**src/rtl/torso_audio_pkg.sv**
```systemverilog
// Shared definitions for the audio tone path.
// Contents:
//   LFSR_W, SEED_DEFAULT  LFSR width and default reset value (nonzero)
//   TAP_*                 feedback taps for x^16+x^14+x^13+x^11+1
//   MIN_HALF_DEFAULT,
//   STEP_LOG2_DEFAULT     default tone table parameters
//   tone_half()           half-period in clocks for a tone index
package torso_audio_pkg;

    localparam int unsigned   LFSR_W            = 16;
    localparam logic [15:0]   SEED_DEFAULT      = 16'hACE1;
    localparam int unsigned   TAP_A             = 15;
    localparam int unsigned   TAP_B             = 13;
    localparam int unsigned   TAP_C             = 12;
    localparam int unsigned   TAP_D             = 10;
    localparam int unsigned   MIN_HALF_DEFAULT  = 6250;
    localparam int unsigned   STEP_LOG2_DEFAULT = 10;

    // Linear tone table: each index step lengthens the half-period by 2^step_log2.
    function automatic int unsigned tone_half(
        input int unsigned idx,
        input int unsigned min_half  = MIN_HALF_DEFAULT,
        input int unsigned step_log2 = STEP_LOG2_DEFAULT
    );
        return min_half + (idx << step_log2);
    endfunction

endpackage

```
**src/rtl/torso_lfsr16.sv**
```systemverilog
// Free-running 16-bit Fibonacci LFSR, x^16+x^14+x^13+x^11+1.
// Ports:
//   clk  system clock
//   rst  synchronous active-low reset, loads SEED
//   q    current LFSR state (never zero for a nonzero SEED)
module torso_lfsr16
    import torso_audio_pkg::*;
#(
    parameter logic [15:0] SEED = SEED_DEFAULT
) (
    input  logic        clk,
    input  logic        rst,
    output logic [15:0] q
);

    logic [15:0] q_q;

    always_ff @(posedge clk) begin
        if (!rst) begin
            q_q <= SEED;
        end else begin
            q_q <= {q_q[14:0], q_q[TAP_A] ^ q_q[TAP_B] ^ q_q[TAP_C] ^ q_q[TAP_D]};
        end
    end

    assign q = q_q;

endmodule

```
**src/rtl/random_tone_generator.sv**
```systemverilog
// Picks a pseudo-random tone on every rising edge of the asynchronous `sec`
// marker and plays it as a square wave. Tone changes are deferred to the
// next square-wave edge so the output never produces a runt pulse.
// Ports:
//   clk       system clock
//   rst       synchronous active-low reset (aborts any tone in progress)
//   sec       second marker, asynchronous level
//   en        audio enable; when low the output is held low and the divider idles
//   audio     square-wave output
//   tone_idx  index of the most recently selected tone
//   new_tone  one-clock pulse when a new tone index is latched
module random_tone_generator
    import torso_audio_pkg::*;
#(
    parameter int unsigned CLK_HZ    = 25000000,
    parameter int unsigned IDX_W     = 6,
    parameter int unsigned MIN_HALF  = MIN_HALF_DEFAULT,
    parameter int unsigned STEP_LOG2 = STEP_LOG2_DEFAULT,
    parameter int unsigned CNT_W     = 17,
    parameter logic [15:0] SEED      = SEED_DEFAULT
) (
    input  logic             clk,
    input  logic             rst,
    input  logic             sec,
    input  logic             en,
    output logic             audio,
    output logic [IDX_W-1:0] tone_idx,
    output logic             new_tone
);

    // Elaboration-time sanity checks on the parameter set.
    if (SEED == 16'h0) begin : g_seed_chk
        $error("SEED must be nonzero");
    end
    if (tone_half((1 << IDX_W) - 1, MIN_HALF, STEP_LOG2) >= (64'd1 << CNT_W)) begin : g_cnt_chk
        $error("CNT_W too narrow for the longest half-period");
    end
    if (CLK_HZ < 2 * MIN_HALF) begin : g_clk_chk
        $error("CLK_HZ too low for MIN_HALF");
    end

    logic [15:0]      lfsr;
    logic             s1_q, s2_q, s3_q;
    logic             sec_edge;
    logic             pend_q, pend_d;
    logic             playing_q, playing_d;
    logic [CNT_W-1:0] cnt_q, cnt_d;
    logic [CNT_W-1:0] half_q, half_d;
    logic             audio_q, audio_d;
    logic [IDX_W-1:0] idx_q, idx_d;
    logic             new_q, new_d;
    logic [CNT_W-1:0] target;
    logic             wrap;
    logic             take;
    logic             unused_lfsr;

    torso_lfsr16 #(.SEED(SEED)) u_lfsr (
        .clk (clk),
        .rst (rst),
        .q   (lfsr)
    );

    assign unused_lfsr = ^lfsr[15:IDX_W];

    assign sec_edge = s2_q & ~s3_q;
    assign target   = CNT_W'(tone_half(32'(idx_q), MIN_HALF, STEP_LOG2));
    assign wrap     = (cnt_q == half_q - CNT_W'(1));

    always_comb begin
        pend_d    = pend_q;
        playing_d = playing_q;
        cnt_d     = cnt_q;
        half_d    = half_q;
        audio_d   = audio_q;
        idx_d     = idx_q;
        new_d     = sec_edge;
        take      = 1'b0;

        if (!playing_q) begin
            audio_d = 1'b0;
            cnt_d   = '0;
            if (pend_q && en) begin
                half_d    = target;
                playing_d = 1'b1;
                take      = 1'b1;
            end
        end else if (!en) begin
            // Muted: divider parked at the start of a low phase. A pending
            // tone is loaded now so that re-enable starts on the latest one.
            audio_d = 1'b0;
            cnt_d   = '0;
            if (pend_q) begin
                half_d = target;
                take   = 1'b1;
            end
        end else if (wrap) begin
            cnt_d   = '0;
            audio_d = ~audio_q;
            if (pend_q) begin
                half_d = target;
                take   = 1'b1;
            end
        end else begin
            cnt_d = cnt_q + CNT_W'(1);
        end

        // A new edge outranks consumption: the consumer saw the old tone.
        if (take) pend_d = 1'b0;
        if (sec_edge) begin
            pend_d = 1'b1;
            idx_d  = lfsr[IDX_W-1:0];
        end
    end

    always_ff @(posedge clk) begin
        if (!rst) begin
            s1_q      <= 1'b0;
            s2_q      <= 1'b0;
            s3_q      <= 1'b0;
            pend_q    <= 1'b0;
            playing_q <= 1'b0;
            cnt_q     <= '0;
            half_q    <= CNT_W'(MIN_HALF);
            audio_q   <= 1'b0;
            idx_q     <= '0;
            new_q     <= 1'b0;
        end else begin
            s1_q      <= sec;
            s2_q      <= s1_q;
            s3_q      <= s2_q;
            pend_q    <= pend_d;
            playing_q <= playing_d;
            cnt_q     <= cnt_d;
            half_q    <= half_d;
            audio_q   <= audio_d;
            idx_q     <= idx_d;
            new_q     <= new_d;
        end
    end

    assign audio    = audio_q;
    assign tone_idx = idx_q;
    assign new_tone = new_q;

endmodule
```
**config.mk**
```make
export PLATFORM = sky130hd
export DESIGN_NAME = random_tone_generator
export DESIGN_NICKNAME = d
export VERILOG_FILES = /design/src/rtl/torso_audio_pkg.sv /design/src/rtl/torso_lfsr16.sv /design/src/rtl/random_tone_generator.sv
export SDC_FILE = /design/constraint.sdc
export NUM_CORES = 1
export LEC_CHECK = 0
export ABC_AREA = 1
export CORE_MARGIN = 2
export CORE_UTILIZATION = 50
export CTS_BUF_LIST = sky130_fd_sc_hd__clkbuf_16
export CTS_CLUSTER_DIAMETER = 120
export DETAILED_ROUTE_END_ITERATION = 16
export PLACE_DENSITY = 0.68
export SLEW_MARGIN = 25
export SYNTH_ARGS = -nofsm -noshare
export SYNTH_HDL_FRONTEND = slang
export SYNTH_HIERARCHICAL = 1
export SYNTH_SLANG_ARGS = --single-unit
```
**constraint.sdc**
```tcl
create_clock -name clk -period 3.69 [get_ports clk]
set_clock_uncertainty 0.1 [all_clocks]
set_input_delay 0.369 -clock clk [delete_from_list [all_inputs] [get_ports clk]]
set_output_delay 0.369 -clock clk [all_outputs]
set_load 0.05 [all_outputs]
```
==> results_dict.tcl, run 1 <==
set metrics [dict create \
    internal-power_mw 0.9438 \
    drt_iter0_drc 59 \
    antenna_found_initial 0 \
    nNetsFinal 314 \
    synth_nets 303 \
    synthTopCellsByArea "dfxtp_1 47%, nand2_1 13%, inv_1 6.0%, nor2_1 5.7%, a21oi_1 3.3%" \
    worst_slack_ns 1.678 \
    slew_viol_final 0 \
    ys_seq_area_share_pct 47.08 \
    wl_per_cell_um 10.41 \
    min_period_over_period_pct 54.52 \
    coreArea_mm2 0.004354 \
    critPathMaxFanout 5 \
    ys_seq_elements 53 \
    postCtsSetupRepairBufs 0 \
    remaining_drc_errors 0 \
    die_h_um 71.13 \
    endpoint_kind "output pin" \
    p_comb_share_pct 5.8 \
    hold_path.class "register to register" \
    crit_buf_inv 1 \
    grt_pass1_wl_mm 6.644 \
    syn_to_final_growth_pct 13.16 \
    critPathTopFamily "buffers and inverters" \
    path_class "register to output pin" \
    postSynthCellCount 296 \
    sequentialPowerShare_pct 49.9 \
    grt_max_degree 37 \
    gp_congestion 0.7545 \
    fill_cells 420 \
    cp_num_cells 1 \
    ir_drop_mv 0.3611 \
    num_antenna_cells 0 \
    yosysMostFrequentCell "nand2_1" \
    cts_made_buffers 5 \
    cp.required_ns 3.22 \
    routed_wl_mm 3.748 \
    slowest_delay_ns 0.84 \
    start_util_pct 51.75 \
    synth-edff-count 0 \
    grt_overflow 0 \
    yosysTopAreaCell "dfxtp_1" \
    ctsHoldBuffers 0 \
    syn_avg_cell_area_um2 7.613 \
    setup_tns_ns 0 \
    num_vias 1682 \
    ys.flop_type "dfxtp_1" \
    io_buffers 11 \
    p_sw_share_pct 21.91 \
    holdPathStages 2 \
    rows 24 \
    relSlewSlack_pct 66.60 \
    pre_cts_ws_ns 1.661 \
    worst_pin_slew_ns 0.4994 \
    reg2reg_to "cnt_q[15]$_SDFF_PP0_" \
    grt_pass1_vias 1579 \
    critPathLaunch "tone_idx[4]$_SDFFE_PN0P_" \
    drive_gt1_share_pct 10.06 \
    final_hold_viol_count 0 \
    post-dp-hpwl_mm 2.562 \
    yosys_warnings 6 \
    switching_power_mw 0.2647 \
    min_period_ns 2.012 \
    status "finished, final reports clean" \
    max-cap-violations 0 \
    cts-root-buf "clkbuf_16" \
    ctsResizeCount 0 \
    fmax_mhz 497.1 \
    synthArstFlopShare_pct 0 \
    synth.top_cell.area_share_pct 47.08 \
    h-tree-depth 2 \
    pwr-share-clk_pct 44.3 \
    reg2reg_depth 11 \
    leakage_nw 1.104 \
    cts.sinks 53 \
    dieArea_mm2 0.005059 \
    clockBufferDepth 2 \
    die_w_um 71.13 \
    rsz0062_at_grt "no" \
    drt-pass1-iter-count 4 \
    cp-endpoint "tone_idx[4]" \
    worstSkewPairLatency_ns 0.29 \
    cp.arrival_ns 1.54 \
    synth_top_cells_by_count "78 x nand2_1, 53 x dfxtp_1, 36 x inv_1, 34 x nor2_1, 15 x a21oi_1" \
    io_pins 12 \
    synthesis.area_mm2 0.002253 \
    fin_util_pct 58.56 \
    setup_violations 0 \
    cts_tree "built" \
    p_per_area_mw_per_mm2 473.9 \
    ff2ff_setup_slack_ns 1.89 \
    start_kind "register" \
    cpMaxStageDelayCell "clkdlybuf4s50_1" \
    crit_path_cell_trace "clkdlybuf4s50_1" \
    regToRegStartpoint "cnt_q[1]$_SDFF_PP0_" \
    vias_per_cell 4.672 \
    grtUsageTotal_pct 16.62 \
    synth_cell_types 32 \
    path_clk_slew_ns 0.07 \
    ant_nets 0 \
]
==> cell families (layout without fill, tap and decap cells) <==
kind of cell,Yosys count,after routing,share of synthesized area (%)
xor gates and xnor gates,15,15,5.830
AOI/OAI and AO/OA,27,27,6.330
buffers and inverters,51,63,9.883
and+or+nand+nor,147,147,29.21
DFF,53,53,47.09
adders and majority gates,3,3,1.666
==> power by group through the flow <==
stage / registers (mW) / logic (mW) / clock network [mW]
finish: 0.603 / 0.0704 / 0.535
detailed placement: 0.616 / 0.0702 / 0
global placement: 0.616 / 0.0693 / 0
global route: 0.605 / 0.0802 / 0.571
CTS: 0.603 / 0.0713 / 0.550
floorplan: 0.624 / 0.0459 / 0
==> cell usage in the layout (no fill, tap or decap), drive strengths merged <==
master,count
ha,3
nor3,3
bufinv,1
clkinv,2
clkdlybuf4s50,11
o21a,1
o21ai,9
xor2,8
nor3b,1
xnor2,7
nor2,38
inv,43
clkbuf,5
nand3b,3
a21oi,15
a31oi,1
dfxtp,53
nand2,84
or2,4
a22o,1
buf,1
nand3,13
nand4,1
==> how the worst min path moves through the flow <==
stage / to / slack, ns / startpoint
final: u_lfsr/q[7]$_SDFF_PN1_ / 0.30 / u_lfsr/q[6]$_SDFF_PN1_
after global routing: u_lfsr/q[15]$_SDFF_PN1_ / 0.33 / u_lfsr/q[14]$_SDFF_PN0_
after CTS: u_lfsr/q[7]$_SDFF_PN1_ / 0.31 / u_lfsr/q[6]$_SDFF_PN1_
after detailed placement: u_lfsr/q[7]$_SDFF_PN1_ / 0.29 / u_lfsr/q[6]$_SDFF_PN1_
after global placement: u_lfsr/q[7]$_SDFF_PN1_ / 0.28 / u_lfsr/q[6]$_SDFF_PN1_
after floorplan: u_lfsr/q[10]$_SDFF_PN1_ / 0.28 / u_lfsr/q[9]$_SDFF_PN0_
==> sequential cells by signal, summed over array words and instances (netlist names) <==
signal and cells:
audio 1, cnt_q 17, half_q 7, new_tone 1, pend_q 1, playing_q 1, s1_q 1, s2_q 1
s3_q 1, tone_idx 6, u_lfsr/q 16
==> cell type report <==
class / count / area, um2 / share of cell area [%]
Clock buffer: 5 / 125.1 / 4.907
Clock inverter: 3 / 50.05 / 1.963
Inverter: 43 / 161.4 / 6.330
Multi-Input combinational cell: 192 / 969.7 / 38.03
Sequential cell: 53 / 1061 / 41.61
Tap cell: 52 / 65.06 / 2.552
Timing Repair Buffer: 12 / 117.6 / 4.612
==> metal layers <==
layer | track usage [%] | vias to the layer above | part of all wire, %
li1 | - | 921 | -
met1 | 20.48 | 740 | 47
met2 | 27.52 | 17 | 49
met3 | 4.274 | 4 | 3.0
met4 | 7.128 | 0 | 1.3
met5 | 0 | - | 0
==> stage by stage <==
step	power (mW)	hold WS (ns)	instance area, um2	instances
2_1_floorplan	0.6701	0.2795	2253	296
3_3_place_gp	0.6855	0.2823	2375	352
3_5_place_dp	0.6865	0.2892	2375	352
4_1_cts	1.224	0.3074	2550	360
5_1_grt	1.257	0.3285	2550	360
6_report	1.209	0.3029	2550	360
No activity file was read; power rests on OpenSTA's default activity.
==> run 2, diff against run 1 <==
- clock period: 3.69 -> 1.9 ns (I/O delays scaled with it)
==> run 2 against run 1 <==
Net effect: sequential share of layout area stayed put; critical path depth stayed put; non-clock buffer count is 2 higher; hold slack better by 0.0085 ns; clock-buffer cell count stayed put; routed wire length is 3.2% lower; sequential power is 94% higher; sequential cell count stayed put; via count is 1.8% higher; largest cell class unchanged; largest power group unchanged; highest routed layer unchanged.
==> results_dict.tcl, run 2 (synthesis gave the netlist of run 1 again) <==
set metrics [dict create \
    grt_pass1_wl_mm 6.479 \
    status "finished, final reports clean" \
    syn_to_final_growth_pct 13.16 \
    postCtsSetupRepairBufs 0 \
    critPathTopFamily "buffers and inverters" \
    setup_violations 0 \
    dp_cells 354 \
    holdWs_ns 0.3114 \
    drive_gt1_share_pct 10.93 \
    min_period_ns 1.841 \
    routed_wl_mm 3.628 \
    final_area_mm2 0.002550 \
    largest_register_ffs 17 \
    p_total_mw 2.165 \
    pre_cts_ws_ns 0.1371 \
    cp.required_ns 1.61 \
    cts_tree "built" \
    max-cap-violations 0 \
    nNetsFinal 317 \
    start_kind "register" \
    ir_drop_mv 0.5246 \
    rows 24 \
    regMostFlops "cnt_q" \
    rsz0062_at_grt "no" \
    slowest_delay_ns 0.84 \
    critPathMaxFanout 5 \
    cpMaxStageDelayCell "clkdlybuf4s50_1" \
    grt_overflow 0 \
    path_class "register to output pin" \
    h-tree-depth 2 \
    fmax_mhz 543.2 \
    post-dp-hpwl_mm 2.558 \
    antenna_found_initial 0 \
    layout_common_cells "77 x nand2_1, 53 x dfxtp_1, 37 x inv_1" \
    coreArea_mm2 0.004354 \
    num_antenna_cells 0 \
    io_pins 12 \
    final_hold_viol_count 0 \
    ant_nets 0 \
    leakage_nw 1.107 \
    drt-pass1-iter-count 4 \
    cp.arrival_ns 1.55 \
    setup_tns_ns 0 \
    start_util_pct 51.75 \
    die_w_um 71.13 \
    min_period_over_period_pct 96.90 \
    wl_per_cell_um 9.994 \
    worst_slack_ns 0.05889 \
    final_common_cell "nand2_1" \
    gp_congestion 0.7486 \
    cts_made_buffers 5 \
    grt_max_degree 18 \
    slew_viol_final 0 \
    dieArea_mm2 0.005059 \
    crit_buf_inv 1 \
    vias_per_cell 4.716 \
    remaining_drc_errors 0 \
    postPlaceCellArea_mm2 0.002390 \
    crit_path_cell_trace "clkdlybuf4s50_1" \
    path_clk_slew_ns 0.06 \
    num_vias 1712 \
    fin_util_pct 58.56 \
    worstSkewPairLatency_ns 0.28 \
    endpoint_kind "output pin" \
    relSlewSlack_pct 66.48 \
    hold_path.class "register to register" \
    instances_no_fill 363 \
    grt_pass1_vias 1595 \
    grtUsageTotal_pct 16.25 \
    clockBufferDepth 2 \
    cts-root-buf "clkbuf_16" \
    p_per_area_mw_per_mm2 849.1 \
    io_buffers 11 \
    worst_pin_slew_ns 0.5013 \
    cts.sinks 53 \
    die_h_um 71.13 \
    drt_iter0_drc 61 \
]
run 2: routing by layer:
| layer | GRT usage [%] | vias up | routed length [um] |
|---|---|---|---|
| met1 | 20.13 | 759 | 1822 |
| met5 | 0 | - | 0 |
| met4 | 6.918 | 0 | 69 |
| met3 | 4.701 | 7 | 117 |
| li1 | - | 926 | - |
| met2 | 26.48 | 20 | 1619 |
run 2: worst paths after layout:
kind,cells past startpoint,endpoint,start,slack (ns)
setup / recovery,1,tone_idx[3],tone_idx[3]$_SDFFE_PN0P_,0.06
hold / removal,2,u_lfsr/q[15]$_SDFF_PN1_,u_lfsr/q[14]$_SDFF_PN0_,0.31
setup reg to reg,11,cnt_q[15]$_SDFF_PP0_,cnt_q[1]$_SDFF_PP0_,0.22
hold reg to reg,2,u_lfsr/q[15]$_SDFF_PN1_,u_lfsr/q[14]$_SDFF_PN0_,0.31
run 2: area by class of cell:
| cell class | instances | area [um2] |
|---|---|---|
| Fill cell | 419 | 1804 |
| Sequential cell | 53 | 1061 |
| Multi-Input combinational cell | 193 | 991.0 |
| Inverter | 43 | 161.4 |
| Timing Repair Buffer | 14 | 132.6 |
| Clock buffer | 5 | 125.1 |
| Tap cell | 52 | 65.06 |
| Clock inverter | 3 | 13.76 |
run 2: tightest hold or removal path, stage by stage, from the launching register on:
cell and delay, ns:
dfxtp_1 0.31, inv_1 0.04, nand2_1 0.04
run 2: timing repair:
item | in CTS | in global routing
gates resized for setup | 0 | 3
setup endpoints to repair | 0 | 15
hold buffers | 0 | 0
run 2: power breakdown:
part | internal, mW | leakage (nW) | switching (mW) | total [mW]
clock | 0.479 | 0.0748 | 0.373 | 0.852
combinational | 0.0547 | 0.599 | 0.0863 | 0.141
sequential | 1.15 | 0.433 | 0.0236 | 1.17
